[config.mk]
export PLATFORM = sky130hd
export DESIGN_NAME = exec_unit
export DESIGN_NICKNAME = d
export VERILOG_FILES = /design/src/rtl/exec_pkg.sv /design/src/rtl/exec_unit_mul.sv /design/src/rtl/exec_unit.sv
export SDC_FILE = /design/constraint.sdc
export NUM_CORES = 1
export LEC_CHECK = 0
export CAP_MARGIN = 20
export CELL_PAD_IN_SITES_DETAIL_PLACEMENT = 1
export CELL_PAD_IN_SITES_GLOBAL_PLACEMENT = 1
export CORE_ASPECT_RATIO = 0.8
export CORE_UTILIZATION = 44
export CTS_CLUSTER_DIAMETER = 40
export DETAILED_ROUTE_END_ITERATION = 8
export PLACE_DENSITY_LB_ADDON = 0.2
export SYNTH_ARGS = -nofsm -noshare
export SYNTH_HDL_FRONTEND = slang
export SYNTH_SLANG_ARGS = --single-unit
[constraint.sdc]
create_clock -name clk -period 3.8 [get_ports clk]
set_clock_uncertainty 0.2 [all_clocks]
set_input_delay 0.76 -clock clk [delete_from_list [all_inputs] [get_ports clk]]
set_output_delay 0.76 -clock clk [all_outputs]
set_load 0.02 [all_outputs]
[src/rtl/exec_pkg.sv]
// Shared definitions for the execute stage and the register bank it feeds:
// default widths, operation codes and the execute FSM state encoding.
package exec_pkg;

   localparam int WIDTH_DEF   = 32;
   localparam int AWIDTH_DEF  = 5;
   localparam int MUL_CNT_W   = 5;

   localparam logic [2:0] OP_AND = 3'b000;
   localparam logic [2:0] OP_OR  = 3'b001;
   localparam logic [2:0] OP_ADD = 3'b010;
   localparam logic [2:0] OP_SUB = 3'b011;
   localparam logic [2:0] OP_SLT = 3'b100;
   localparam logic [2:0] OP_NOR = 3'b101;
   localparam logic [2:0] OP_MUL = 3'b110;
   localparam logic [2:0] OP_RSV = 3'b111;

   typedef enum logic [1:0] {
      ST_IDLE = 2'd0,
      ST_EXEC = 2'd1,
      ST_MUL  = 2'd2,
      ST_WB   = 2'd3
   } state_e;

endpackage

[src/rtl/exec_unit_mul.sv]
// Iterative shift-add multiplier: one multiplier bit per step, 32 steps.
// Produces the low WIDTH bits of the unsigned product. acc_next is the
// accumulator value including the current step, so the caller can capture
// the finished product on the same edge as the final step.
module mul_iter
   import exec_pkg::*;
#(
   parameter int WIDTH = WIDTH_DEF
) (
   input  logic             clk,
   input  logic             rst,
   input  logic             load,
   input  logic             step,
   input  logic [WIDTH-1:0] mcand,
   input  logic [WIDTH-1:0] mplier,
   output logic [WIDTH-1:0] acc_next,
   output logic             last
);

   logic [WIDTH-1:0]     mcand_q,  mcand_d;
   logic [WIDTH-1:0]     mplier_q, mplier_d;
   logic [WIDTH-1:0]     acc_q,    acc_d;
   logic [MUL_CNT_W-1:0] cnt_q,    cnt_d;

   // Partial-product add for the current multiplier bit.
   assign acc_next = acc_q + (mplier_q[0] ? mcand_q : '0);
   assign last     = (cnt_q == MUL_CNT_W'(31));

   // Next-state for the multiplier datapath: load wins over step.
   always_comb begin
      // NOTE: every always_comb output gets a default first so no path can leave it unassigned (no latch).
      mcand_d  = mcand_q;
      mplier_d = mplier_q;
      acc_d    = acc_q;
      cnt_d    = cnt_q;
      if (load) begin
         mcand_d  = mcand;
         mplier_d = mplier;
         acc_d    = '0;
         cnt_d    = '0;
      end else if (step) begin
         mcand_d  = mcand_q << 1;
         mplier_d = mplier_q >> 1;
         acc_d    = acc_next;
         cnt_d    = cnt_q + MUL_CNT_W'(1);
      end
   end

   // Multiplier state registers with synchronous reset.
   always_ff @(posedge clk) begin
      // NOTE: sequential state uses non-blocking assignments so all registers update together at the edge.
      if (rst) begin
         mcand_q  <= '0;
         mplier_q <= '0;
         acc_q    <= '0;
         cnt_q    <= '0;
      end else begin
         mcand_q  <= mcand_d;
         mplier_q <= mplier_d;
         acc_q    <= acc_d;
         cnt_q    <= cnt_d;
      end
   end

endmodule

[src/rtl/exec_unit.sv]
// Multi-cycle execute stage. Latches operands on start, computes a single-cycle
// ALU op or a 32-step multiply, then issues one writeback cycle to the bank.
module exec_unit
   import exec_pkg::*;
#(
   parameter int WIDTH  = WIDTH_DEF,
   parameter int AWIDTH = AWIDTH_DEF
) (
   input  logic              clk,
   input  logic              rst,
   input  logic              start,
   input  logic [2:0]        op,
   input  logic [WIDTH-1:0]  a,
   input  logic [WIDTH-1:0]  b,
   input  logic [AWIDTH-1:0] dest,
   output logic              busy,
   output logic              done,
   output logic              we,
   output logic [AWIDTH-1:0] aw,
   output logic [WIDTH-1:0]  dataOut,
   output logic              zero
);

   state_e state_q, state_d;

   logic [WIDTH-1:0]  a_q, b_q;
   logic [2:0]        op_q;
   logic [AWIDTH-1:0] dest_q;
   logic [WIDTH-1:0]  result_q, result_d;
   logic [WIDTH-1:0]  alu_res;
   logic [WIDTH-1:0]  mul_sum;
   logic              mul_load, mul_step, mul_last;
   logic              accept;

   // A request is only seen in IDLE; starts while busy are dropped.
   assign accept   = (state_q == ST_IDLE) && start;
   assign mul_load = accept && (op == OP_MUL);
   assign mul_step = (state_q == ST_MUL);

   mul_iter #(
      .WIDTH (WIDTH)
   ) u_mul (
      .clk      (clk),
      .rst      (rst),
      .load     (mul_load),
      .step     (mul_step),
      .mcand    (a),
      .mplier   (b),
      .acc_next (mul_sum),
      .last     (mul_last)
   );

   // State register.
   always_ff @(posedge clk) begin
      if (rst) state_q <= ST_IDLE;
      else     state_q <= state_d;
   end

   // Next-state logic.
   always_comb begin
      state_d = state_q;
      unique case (state_q)
         ST_IDLE: if (start) state_d = (op == OP_MUL) ? ST_MUL : ST_EXEC;
         ST_EXEC: state_d = ST_WB;
         ST_MUL:  if (mul_last) state_d = ST_WB;
         ST_WB:   state_d = ST_IDLE;
         default: state_d = ST_IDLE;
      endcase
   end

   // FSM outputs decoded from the registered state only.
   always_comb begin
      busy = (state_q != ST_IDLE);
      we   = (state_q == ST_WB);
      done = (state_q == ST_WB);
   end

   // Operand, op and destination latches, loaded once per accepted request.
   always_ff @(posedge clk) begin
      if (rst) begin
         a_q    <= '0;
         b_q    <= '0;
         op_q   <= OP_AND;
         dest_q <= '0;
      end else if (accept) begin
         a_q    <= a;
         b_q    <= b;
         op_q   <= op;
         dest_q <= dest;
      end
   end

   // Single-cycle ALU on the latched operands.
   always_comb begin
      alu_res = '0;
      unique case (op_q)
         OP_AND:  alu_res = a_q & b_q;
         OP_OR:   alu_res = a_q | b_q;
         OP_ADD:  alu_res = a_q + b_q;
         OP_SUB:  alu_res = a_q - b_q;
         OP_SLT:  alu_res = {{(WIDTH-1){1'b0}}, ($signed(a_q) < $signed(b_q))};
         OP_NOR:  alu_res = ~(a_q | b_q);
         default: alu_res = '0;  // MUL never reaches EXEC; reserved yields 0
      endcase
   end

   // Result capture: ALU result in EXEC, finished product on the last MUL step.
   always_comb begin
      result_d = result_q;
      if (state_q == ST_EXEC)               result_d = alu_res;
      else if (state_q == ST_MUL && mul_last) result_d = mul_sum;
   end

   // Result register.
   always_ff @(posedge clk) begin
      if (rst) result_q <= '0;
      else     result_q <= result_d;
   end

   assign aw      = dest_q;
   assign dataOut = result_q;
   assign zero    = (result_q == '0);

endmodule

==> results of run 1 <==
-- cell families (layout without fill, tap and decap cells) --
family | count (synthesis) | in the layout | share of synthesized area [%]
XOR/XNOR | 57 | 57 | 3.31
AO/OA/AOI/OAI | 568 | 568 | 23.7
buffers and inverters | 247 | 362 | 6.33
flip-flops | 207 | 207 | 27.5
adder cells (fa/ha/maj) | 149 | 149 | 12.5
AND/OR/NAND/NOR | 685 | 685 | 20.0
multiplexers | 98 | 98 | 6.60
-- cells in the final DEF (no fill, tap or decap), types with 22 or more instances in the layout --
| cell | n |
|---|---|
| xnor2_1 | 35 |
| a211oi_1 | 96 |
| xor2_1 | 22 |
| ha_1 | 140 |
| inv_1 | 110 |
| buf_4 | 62 |
| a21o_1 | 23 |
| nand2_1 | 245 |
| and2_1 | 39 |
| mux2i_1 | 96 |
| clkdlybuf4s50_1 | 114 |
| nor3_1 | 30 |
| dfxtp_1 | 206 |
| a21oi_1 | 220 |
| o21ai_0 | 79 |
| clkbuf_16 | 37 |
| nor2_1 | 245 |
-- worst min-delay path, cell delays in order, from the launching register on --
cell and delay, ns:
dfxtp_1 0.31, nand2_1 0.05, a21oi_1 0.05
-- worst paths after layout --
kind | end | slack [ns] | cells after the start
max | dataOut[30] | 0.07 | 12
min reg2reg | aw[3] | 0.26 | 2
min | aw[3] | 0.26 | 2
max reg2reg | dataOut[30] | 0.07 | 12
-- repair_timing --
action,in CTS,in global routing
resized for setup,3,19
pin swaps,0,7
buffers inserted,0,2
setup endpoints to repair,6,15
hold buffers,0,0
-- stage by stage --
stage               power, W  instance area (um2)  setup TNS [ns]
floorplan            0.00596                15100               0
global placement     0.00771                16800          -0.935
detailed placement   0.00784                16800           -1.06
CTS                   0.0112                18100               0
global route          0.0118                18100         -0.0419
finish                0.0113                18100               0
-- registers in the layout, indices dropped and copies added, names as in the netlist, 5 cells and up --
register,flops
dataOut,32
b_q,32
u_mul.mplier_q,32
a_q,32
u_mul.mcand_q,32
u_mul.cnt_q,5
u_mul.acc_q,32
aw,5
-- power groups by stage --
stage	clock, W	sequential, W	combinational (W)
floorplan	0	0.00291	0.00305
global placement	0	0.00291	0.00481
detailed placement	0	0.00293	0.00491
CTS	0.00335	0.00289	0.00497
global route	0.00346	0.00293	0.00546
finish	0.00331	0.00290	0.00507
-- final cells by class --
type                            count  area (um2)
Clock buffer                       43         998
Clock inverter                     24         223
Fill cell                        4179       15600
Inverter                          113         424
Multi-Input combinational cell   1557       10100
Sequential cell                   207        4150
Tap cell                          434         543
Timing Repair Buffer              182        1720
-- per-layer routing --
layer,share of wire [%],global-route usage (%),vias to the layer above
li1,-,-,7232
met1,46,42.7,7518
met2,46,53.7,373
met3,5.2,5.01,88
met4,2.9,10.4,0
met5,0,0,-
==> out/results.ini, run 1 <==
[cts]
cts_root_buf=clkbuf_16
clock_latency_ns=0.53
numCtsBuffers=37
cts_tree=yes
ctsLongestPathBuffers=3
htreeDepth=2
path_clk_slew_ns=0.05
cts_sinks=207

[die]
start_util_pct=44.7
dieHeight_um=168
core.rowCount=60
dieArea_um2=35000
io_pins=116
core-area_um2=33700
die_w_um=209

[logic_synthesis]
synth_top_area_share_pct=27.5
syn_nets=2235
synth.most_common_cell=nand2_1
async_flop_share_pct=0
synth_area_leader_cell=dfxtp_1
ys_ff_latch=207
yosysSeqAreaShare_pct=27.5
ys_types=76
synthFlopType=dfxtp_1
synth-edff-count=0
yosys_warnings=0
yosys-top-cells-count=nand2_1 (247), nor2_1 (245), a21oi_1 (223)
syn_inst=2011
synth.area.top_cells=dfxtp_1 (27%), ha_1 (12%), a21oi_1 (7.4%)
avgSynthCellArea_um2=7.50
syn_area_um2=15100

[sta]
worst_pin_slew_ns=1.06
setup_slack_ns=0.0659
holdWs_ns=0.262
setup_violations=0
slew_headroom_pct=29.2
min_period_ns=3.73
rsz0062_at_grt=yes
period_share_pct=98.3
finalMaxSlewViolations=0
hold_viol=0
clock.fmax_mhz=268

[drt]
vias=15200
drc=0
firstDrtPassIters=5
route.detailed.wl_per_inst_um=22.6
wl_um=57800
drt_iter0_markers=1152
viasPerCell=5.94
ant_nets=0

[critical_path]
critPathTopFamily=simple AND/OR/NAND/NOR gates
required_ns=3.97
crit_top_cell=o2111ai_2
r2r_start=a_q[16]
critical_path_buf_inv_count=1
start_kind=flop
path_max_fanout=10
end_kind=flop
cp_cell_sequence=inv_1 -> ha_2 -> or3_1 -> nand2b_1 -> nor4_4 -> o2111ai_2 -> nand2_2 -> o2111ai_2 -> a32oi_1 -> xnor2_1 -> a22oi_1 -> a211oi_1
critPathLaunch=a_q[16]
critPathSlowestCell=dfxtp_1
worstSetupPathType=flop to flop
max_stage_delay_ns=0.41
critPathArrivalTime_ns=3.90

[status]
status=completed

[global_routing]
overflow=0
grt_pass1_vias=15300
grt_max_degree=169
grt_pass1_wl_um=88400
grt_use_total_pct=32.3
antenna_found_initial=0

[cells_and_area]
fin_cells=2560
diodes=0
synthToLayoutAreaGrowth_pct=20.2
utilization_pct=53.8
num-nets-final=2322
drive_above_1_share_pct=8.04

[power]
internal-power_w=0.00646
p_sw_w=0.00482
switching_share_pct=42.7
p_leak_nw=7.20
power_frac_comb_pct=45.0
powerDensity_nw_per_um2=622
clock_power_share_pct=29.3
power_frac_seq_pct=25.7
ir_drop_mv=0.488

[job]
max-cap-violations=0

[placed_design]
place_ws_ns=-0.450
portBuffers=115
placed_cells=2491
finalWeightedCongestion=0.998
hpwl_um=43100

[hold_path]
worst_hold_startpoint=aw[3]
min_path_type=flop to flop

Note: power is estimated with default switching activity, not from simulation.
==> run 2, diff against run 1 <==
- CTS_CLUSTER_DIAMETER: 40 -> 100
- SKIP_LAST_GASP: unset -> 1
- clock period: 3.8 -> 3.5 ns (I/O delays scaled with it)
==> run 2 against run 1 <==
- maximum frequency is 5.8% higher
- the run now ends with negative setup slack left
- combinational power up 24%
- clock power down 11%
- cell area rose by 5.1%
==> out/results.ini, run 2 (synthesis gave the netlist of run 1 again) <==
[status]
status=complete, but fails checks
violations=negative setup slack

[cts]
cts_root_buf=clkbuf_16
path_clk_slew_ns=0.06  ; about the same
cts_sinks=207  ; unchanged
htreeDepth=1  ; -1
cts_tree=yes
clock_latency_ns=0.56  ; +0.03 ns
ctsLongestPathBuffers=3  ; unchanged
numCtsBuffers=25  ; -32%

[critical_path]
critPathSlowestCell=dfxtp_1
max_stage_delay_ns=0.41  ; about the same
required_ns=3.75  ; -0.22 ns
critPathLaunch=b_q[0]
start_kind=flop
r2r_start=b_q[0]
worstSetupPathType=flop to flop
critPathArrivalTime_ns=3.78  ; -0.12 ns
end_kind=flop
critical_path_buf_inv_count=3  ; +2
cp_cell_sequence=ha_1 -> inv_1 -> fa_1 -> nand2b_1 -> a21oi_1 -> o31ai_1 -> buf_4 -> a21oi_4 -> nor3b_2 -> o41ai_2 -> buf_4 -> xnor2_1 -> a21oi_1 -> o21ai_0 -> a32o_1
critPathTopFamily=compound AO/OA/AOI/OAI gates
path_max_fanout=4  ; -6

[power]
internal-power_w=0.00708  ; +9.6%
power_frac_seq_pct=25.3  ; -0.4 points
p_sw_w=0.00524  ; +8.8%
clock_power_share_pct=23.8  ; -5.5 points
ir_drop_mv=0.520  ; +6.7%
power_w=0.0123  ; +9.3%
p_leak_nw=7.65  ; +6.3%
power_frac_comb_pct=50.9  ; +5.9 points
switching_share_pct=42.5  ; -0.19 points
powerDensity_nw_per_um2=646  ; +3.9%

[cells_and_area]
mostFrequentLayoutCells=nand2_1 (244), nor2_1 (243), a21oi_1 (213)
mostFrequentLayoutCell=nand2_1
num-fill-cells=4120  ; -1.4%
synthToLayoutAreaGrowth_pct=26.4
num-nets-final=2419  ; +4.2%
diodes=0  ; unchanged
utilization_pct=56.6  ; +2.8 points
drive_above_1_share_pct=14.1  ; +6.0 points
finalInstanceArea_um2=19100  ; +5.1%

[drt]
ant_nets=0  ; unchanged
firstDrtPassIters=5  ; unchanged
wl_um=60600  ; +5.0%
route.detailed.wl_per_inst_um=22.9  ; +1.7%
drt_iter0_markers=1061  ; -7.9%
vias=15700  ; +3.4%
drc=0  ; unchanged
viasPerCell=5.95  ; +0.12%

[sta]
slew_headroom_pct=28.0  ; -1.2 points
rsz0062_at_grt=yes
period_share_pct=101  ; +2.6 points
worst_pin_slew_ns=1.08  ; +0.0174 ns
finalSetupTns_ns=-0.0302  ; -0.0302 ns
finalMaxSlewViolations=0  ; unchanged
setup_violations=1  ; +1
setup_slack_ns=-0.0302  ; -0.0961 ns
clock.fmax_mhz=283  ; +5.8%
hold_viol=0  ; unchanged
min_period_ns=3.53  ; -0.204 ns

[global_routing]
grt_use_total_pct=33.2  ; +0.88 points
overflow=0  ; unchanged
antenna_found_initial=0  ; unchanged
grt_pass1_wl_um=91000  ; +2.9%
grt_pass1_vias=15900  ; +4.2%
grt_max_degree=74  ; -56%

[die]
dieHeight_um=168  ; unchanged
start_util_pct=44.7  ; unchanged
core.rowCount=60  ; unchanged
dieArea_um2=35000  ; unchanged
core-area_um2=33700  ; unchanged
die_w_um=209  ; unchanged
io_pins=116  ; unchanged

[job]
max-cap-violations=0  ; unchanged

[placed_design]
placed_cell_area_um2=17600  ; +4.5%
finalWeightedCongestion=1.01  ; +0.76%
portBuffers=115  ; unchanged
hpwl_um=45300  ; +5.2%
place_ws_ns=-0.482  ; -0.0313 ns

[hold_path]
worst_hold_startpoint=aw[3]
min_path_type=flop to flop

[run 2: cell count changes in the layout (fill, tap and decap cells not counted), moves of 7 or more]
cell,before,now
a21oi_1,220,213
buf_4,62,171
clkbuf_16,37,25
ha_1,140,129
ha_4,1,12
inv_6,8,1
o21ai_0,79,69
o21ai_1,2,12
[run 2: path summary, 6_finish.rpt]
kind | to | slack (ns) | cells past startpoint
worst max-delay path | dataOut[24] | -0.03 | 15
worst min-delay path | aw[3] | 0.26 | 2
worst max register to register | dataOut[24] | -0.03 | 15
worst min register to register | aw[3] | 0.26 | 2
[run 2: per-layer routing]
layer	track usage (%)	wire length (um)
met1	43.8	27000
met2	55.8	28500
met4	10.3	2040
met3	4.61	3180
met5	0	0
[run 2: per-stage QoR]
step,hold WS [ns],cells
4_1_cts,0.259,2636
5_1_grt,0.290,2643
6_report,0.256,2643
3_5_place_dp,0.251,2591
3_3_place_gp,0.242,2591
2_1_floorplan,0.253,2011
[run 2: final cells by class]
type	instances	area, um2	area share (%)
Multi-Input combinational cell	1557	10500	55.1
Clock buffer	31	688	3.61
Clock inverter	10	206	1.08
Timing Repair Buffer	291	2540	13.3
Tap cell	434	543	2.85
Sequential cell	207	4150	21.8
Inverter	113	424	2.22
[run 2: tightest hold or removal path: stages (launching register included)]
cell and delay [ns]:
dfxtp_1 0.31, nand2_1 0.05, a21oi_1 0.05
[run 2: power groups by stage]
stage	Combinational, W	Sequential, W	Clock, W
after global routing	0.00670	0.00315	0.00304
after detailed placement	0.00580	0.00315	0
after global placement	0.00565	0.00313	0
after CTS	0.00592	0.00310	0.00296
final	0.00627	0.00312	0.00293
after floorplan	0.00331	0.00316	0
[run 2: repair_timing]
item / 4_1_cts / 5_1_grt
resized for setup: 15 / 95
setup endpoints to repair: 11 / 21
setup buffers: 4 / 7
pin swaps: 9 / 37
hold buffers: 0 / 0
